[src/rtl/fetch_queue.sv]
// fetch_queue: instruction fetch front end.
// Drives the word-aligned fetch port of a combinational instruction memory,
// buffers {pc, instr} pairs in a small in-order FIFO and hands them to decode
// over valid/ready. A redirect flushes the buffer and restarts fetch; a
// misaligned redirect target parks fetch in a sticky fault state.
module fetch_queue #(
    parameter int unsigned           ADDR_WIDTH = 32,
    parameter int unsigned           DATA_WIDTH = 32,
    parameter int unsigned           DEPTH      = 4,
    parameter logic [ADDR_WIDTH-1:0] RESET_PC   = '0
) (
    input  logic                  clk,
    input  logic                  rst,
    output logic [ADDR_WIDTH-1:0] instr_addr,
    input  logic [DATA_WIDTH-1:0] instr,
    input  logic                  redirect_valid,
    input  logic [ADDR_WIDTH-1:0] redirect_pc,
    output logic                  out_valid,
    input  logic                  out_ready,
    output logic [DATA_WIDTH-1:0] out_instr,
    output logic [ADDR_WIDTH-1:0] out_pc,
    output logic                  fetch_fault
);

    localparam int unsigned PTR_W = $clog2(DEPTH);
    localparam int unsigned CNT_W = PTR_W + 1;

    localparam logic [DATA_WIDTH-1:0] NOP_INSTR = DATA_WIDTH'(32'h0000_0013);
    localparam logic [CNT_W-1:0]      FULL_CNT  = CNT_W'(DEPTH);

    logic [ADDR_WIDTH-1:0] r_fetch_pc;
    logic [PTR_W-1:0]      r_wr_ptr;
    logic [PTR_W-1:0]      r_rd_ptr;
    logic [CNT_W-1:0]      r_count;
    logic                  r_fault;

    logic [ADDR_WIDTH-1:0] r_pc_mem    [DEPTH];
    logic [DATA_WIDTH-1:0] r_instr_mem [DEPTH];

    logic                  w_head_valid;
    logic                  w_full;
    logic                  w_pop;
    logic                  w_push;
    logic [ADDR_WIDTH-1:0] w_next_pc;
    logic [ADDR_WIDTH-1:0] w_redirect_word;
    logic                  w_redirect_misaligned;

    // Handshake events and next fetch address for this cycle
    always_comb begin
        w_head_valid          = (r_count != '0);
        w_full                = (r_count == FULL_CNT);
        w_pop                 = w_head_valid & out_ready;
        // A full buffer still accepts a word when the head leaves this cycle
        w_push                = ~r_fault & (~w_full | w_pop);
        w_next_pc             = r_fetch_pc + ADDR_WIDTH'(4);
        w_redirect_word       = {redirect_pc[ADDR_WIDTH-1:2], 2'b00};
        w_redirect_misaligned = (redirect_pc[1:0] != 2'b00);
    end

    // Entry storage: capture {fetch_pc, instr} at the write pointer on push
    always_ff @(posedge clk) begin
        if (!rst && !redirect_valid && w_push) begin
            r_pc_mem[r_wr_ptr]    <= r_fetch_pc;
            r_instr_mem[r_wr_ptr] <= instr;
        end
    end

    // Fetch PC, pointers, occupancy and fault; redirect flushes and wins over push/pop
    always_ff @(posedge clk) begin
        if (rst) begin
            r_fetch_pc <= RESET_PC;
            r_wr_ptr   <= '0;
            r_rd_ptr   <= '0;
            r_count    <= '0;
            r_fault    <= 1'b0;
        end else if (redirect_valid) begin
            r_fetch_pc <= w_redirect_word;
            r_wr_ptr   <= '0;
            r_rd_ptr   <= '0;
            r_count    <= '0;
            r_fault    <= w_redirect_misaligned;
        end else begin
            if (w_push) begin
                r_wr_ptr   <= r_wr_ptr + PTR_W'(1);
                r_fetch_pc <= w_next_pc;
            end
            if (w_pop) begin
                r_rd_ptr <= r_rd_ptr + PTR_W'(1);
            end
            case ({w_push, w_pop})
                2'b10:   r_count <= r_count + CNT_W'(1);
                2'b01:   r_count <= r_count - CNT_W'(1);
                default: r_count <= r_count;
            endcase
        end
    end

    // Head of the FIFO presented to decode; NOP / zero pc while empty
    always_comb begin
        instr_addr  = r_fetch_pc;
        out_valid   = w_head_valid;
        out_instr   = w_head_valid ? r_instr_mem[r_rd_ptr] : NOP_INSTR;
        out_pc      = w_head_valid ? r_pc_mem[r_rd_ptr] : '0;
        fetch_fault = r_fault;
    end

endmodule
[config.mk]
export PLATFORM = sky130hd
export DESIGN_NAME = fetch_queue
export DESIGN_NICKNAME = d
export VERILOG_FILES = /design/src/rtl/fetch_queue.sv
export SDC_FILE = /design/constraint.sdc
export NUM_CORES = 1
export LEC_CHECK = 0
export CORE_MARGIN = 2
export CORE_UTILIZATION = 55
export DETAILED_ROUTE_END_ITERATION = 6
export PLACE_DENSITY = 0.83
export SETUP_SLACK_MARGIN = 0.05
export SLEW_MARGIN = 0
export SYNTH_ARGS = -nofsm -noshare
export SYNTH_HDL_FRONTEND = slang
export SYNTH_SLANG_ARGS = --single-unit
[constraint.sdc]
create_clock -name clk -period 3.7 [get_ports clk]
set_input_delay 0.37 -clock clk [delete_from_list [all_inputs] [get_ports clk]]
set_output_delay 0.37 -clock clk [all_outputs]
set_load 0.01 [all_outputs]
==> metrics.csv <==
stage,metric,value,unit
clock_network,clk_path_buf_depth,3,
detailed_routing,vias,6995,
floorplan,die_w,151,um
logic_synthesis,yosysSeqAreaShare,69.3,%
worst_hold_path,worst_hold_path_type,primary input to register,
clock_network,cts_sinks,288,
layout,antenna_cells,0,
logic_synthesis,yosysMostFrequentCell,edfxtp_1,
grt,grt_remaining_overflow,0,
clock_network,clk_pin_slew_worst_paths,0.06,ns
power,power.density,485,nW/um^2
logic_synthesis,synth_compound_area_share,4.19,%
clock_network,cts_root_buffer,clkbuf_16,
placed_design,placement.io_buffers,161,
detailed_routing,drtIter0Drc,575,
grt,antenna_found_initial,0,
power,p_sw_share,21.3,%
timing,fin_crit_sh,89.6,%
timing,timing.slew.headroom,35.1,%
clock_network,htreeDepth,1,
power,ir_drop,0.000278,V
logic_synthesis,synth_top_cell_by_area,edfxtp_1,
logic_synthesis,synth-seq-cells,288,
power,p_int,5630,uW
clock_network,clock_latency,0.54,ns
power,clkPwrFrac,40.3,%
power,p_leak,0.00466,uW
setup_path,startpoint_type,register,
grt,grt_pass1_vias,7085,
logic_synthesis,netlist.area_leader.share,62.5,%
grt,grt_pass1_wl,38.9,mm
timing,tns,0,ns
setup_path,crit_path_end_kind,output port,
timing,clock_skew,0.0236,ns
clock_network,cts_tree,built,
timing,setup-violations-final,0,
logic_synthesis,muxShareOfSynthArea,11.8,%
logic_synthesis,syn-cell-area,11900,um^2
logic_synthesis,ys_warn_count,0,
floorplan,rows,53,
floorplan,die_h,151,um
timing,max_freq,0.302,GHz
floorplan,coreArea,21200,um^2
floorplan,dieArea,22800,um^2
power,power_switching,1520,uW
timing,tightest_slew,0.974,ns
layout,area_delta_synth_final,23.8,%
clock_network,cts_hold_buf,0,
placed_design,dpl.hpwl,15.5,mm
detailed_routing,ant_nets,0,
detailed_routing,finalWirelength,25.3,mm
logic_synthesis,ys_top_cells_by_count,"edfxtp_1 (248), and2_1 (65), mux4_2 (62)",
detailed_routing,drc,0,
detailed_routing,detail_route.wl_per_cell,21.7,um
timing,hold_violations,0,
timing,rsz0062_at_grt,no,
run_status,status,completed,
layout,multi_input_area,3410,um^2
layout,drive_gt1_share,16.7,%
layout,fill_cells,1342,
power,power,7150,uW
logic_synthesis,yosysUniqueCellTypes,60,
logic_synthesis,async_flop_share,0,%
floorplan,start_util,56.3,%
placed_design,gp_congestion,0.937,
logic_synthesis,synth_top_family_by_area,multiplexers,
logic_synthesis,syn-instance-count,706,
run,drv_cap,0,
logic_synthesis,synth_edf_count,248,
logic_synthesis,synth_xor_area_share,0.809,%
logic_synthesis,yosys.area_share.simple,10.9,%
timing,min_period,3.31,ns
layout,nets,943,
logic_synthesis,synth.avg_cell_area,16.9,um^2
clock_network,numCtsBuffers,28,
power,combPwrFrac,7.8,%
timing,slew_viol_final,0,
clock_network,postCtsSetupRepairBufs,0,
setup_path,critPathArrivalTime,2.94,ns
grt,grt_start_max_net_pins,63,
setup_path,crit_type,register to output port,
logic_synthesis,synth_top_cells_by_area,"edfxtp_1 (63%), mux4_2 (12%), dfxtp_1 (6.7%), and2_1 (3.4%), nor2_1 (1.0%)",
logic_synthesis,synth_fa_ha_area_share,0.693,%
layout,regArea,8260,um^2
setup_path,cp_max_fo,39,
clock_network,cts_resized,0,
logic_synthesis,synth_ff_type,edfxtp_1,
power,seqPwrFrac,52.0,%
floorplan,ios,166,
detailed_routing,first_pass_iters,5,
grt,gr-usage-all-layers,22.4,%
setup_path,required,3.33,ns
detailed_routing,post_drt_via_cell_ratio,6.00,
-- critical path, stage by stage, from the launching register on --
cell and delay, ns:
dfxtp_1 0.46, nor3_1 0.63, inv_2 0.38, buf_12 0.29, and2_1 0.17, clkdlybuf4s50_1 0.49
-- per-layer routing --
layer	vias up	part of all wire, %	track usage (%)
met3	34	7.6	3.43
met2	306	49	36.4
met1	3498	42	32.4
met4	0	1.6	5.23
met5	-	0	0
li1	3157	-	-
-- cells in the final DEF, fill, tap and decap left out, drive strengths merged, types with 16 or more instances in the layout --
| master | n |
|---|---|
| edfxtp | 248 |
| clkdlybuf4s50 | 161 |
| and2 | 65 |
| nand4 | 16 |
| nand3 | 20 |
| nand2 | 18 |
| clkbuf | 36 |
| dfxtp | 40 |
| mux4 | 62 |
| nor2 | 32 |
-- stage by stage --
| stage | std cells | util (%) | instance area (um^2) | setup WS, ns | hold slack, ns |
|---|---|---|---|---|---|
| 3_5_place_dp | 1114 | 65.2 | 13800 | 0.632 | 0.500 |
| 6_report | 1166 | 69.7 | 14700 | 0.386 | 0.407 |
| 2_1_floorplan | 709 | - | 11900 | 0.623 | 0.469 |
| 4_1_cts | 1166 | 69.7 | 14700 | 0.325 | 0.390 |
| 5_1_grt | 1166 | 69.7 | 14700 | 0.191 | 0.403 |
| 3_3_place_gp | 1114 | 65.2 | 13800 | 0.690 | 0.494 |
-- power by group through the flow --
stage               clock (uW)  combinational, uW  sequential [uW]
global placement             0                548             3780
finish                    2880                555             3720
detailed placement           0                558             3780
floorplan                    0                258             3750
CTS                       2920                561             3720
global route              3040                599             3730
-- logic make-up after synthesis --
kind of cell / count (synthesis)
buffers and inverters: 56
xor gates and xnor gates: 11
DFF: 288
AOI/OAI and AO/OA: 67
muxes: 63
adders and majority gates: 6
other: 1
and+or+nand+nor: 214
-- area by class of cell --
cell class	count	share of cell area [%]
Sequential cell	288	56.0
Multi-Input combinational cell	365	23.1
Timing Repair Buffer	173	11.7
Clock buffer	36	5.31
Tap cell	275	2.33
Clock inverter	16	1.16
Inverter	13	0.331
-- registers in the layout (all words and copies together), names as in the netlist, named ones only --
signal       count
instr_addr      30
r_count          3
r_instr_mem    128
r_wr_ptr         2
fetch_fault      1
r_rd_ptr         2
r_pc_mem       120
-- path summary, 6_finish.rpt --
check,cells past startpoint,endpoint,slack (ns),startpoint
setup reg to reg,5,instr_addr[30],0.90,instr_addr[2]
hold / removal,3,instr_addr[2],0.41,redirect_pc[2]
hold reg to reg,2,r_wr_ptr[1],0.51,r_wr_ptr[1]
setup / recovery,5,out_pc[4],0.39,r_count[0]
(Power assumes the default switching activity.)
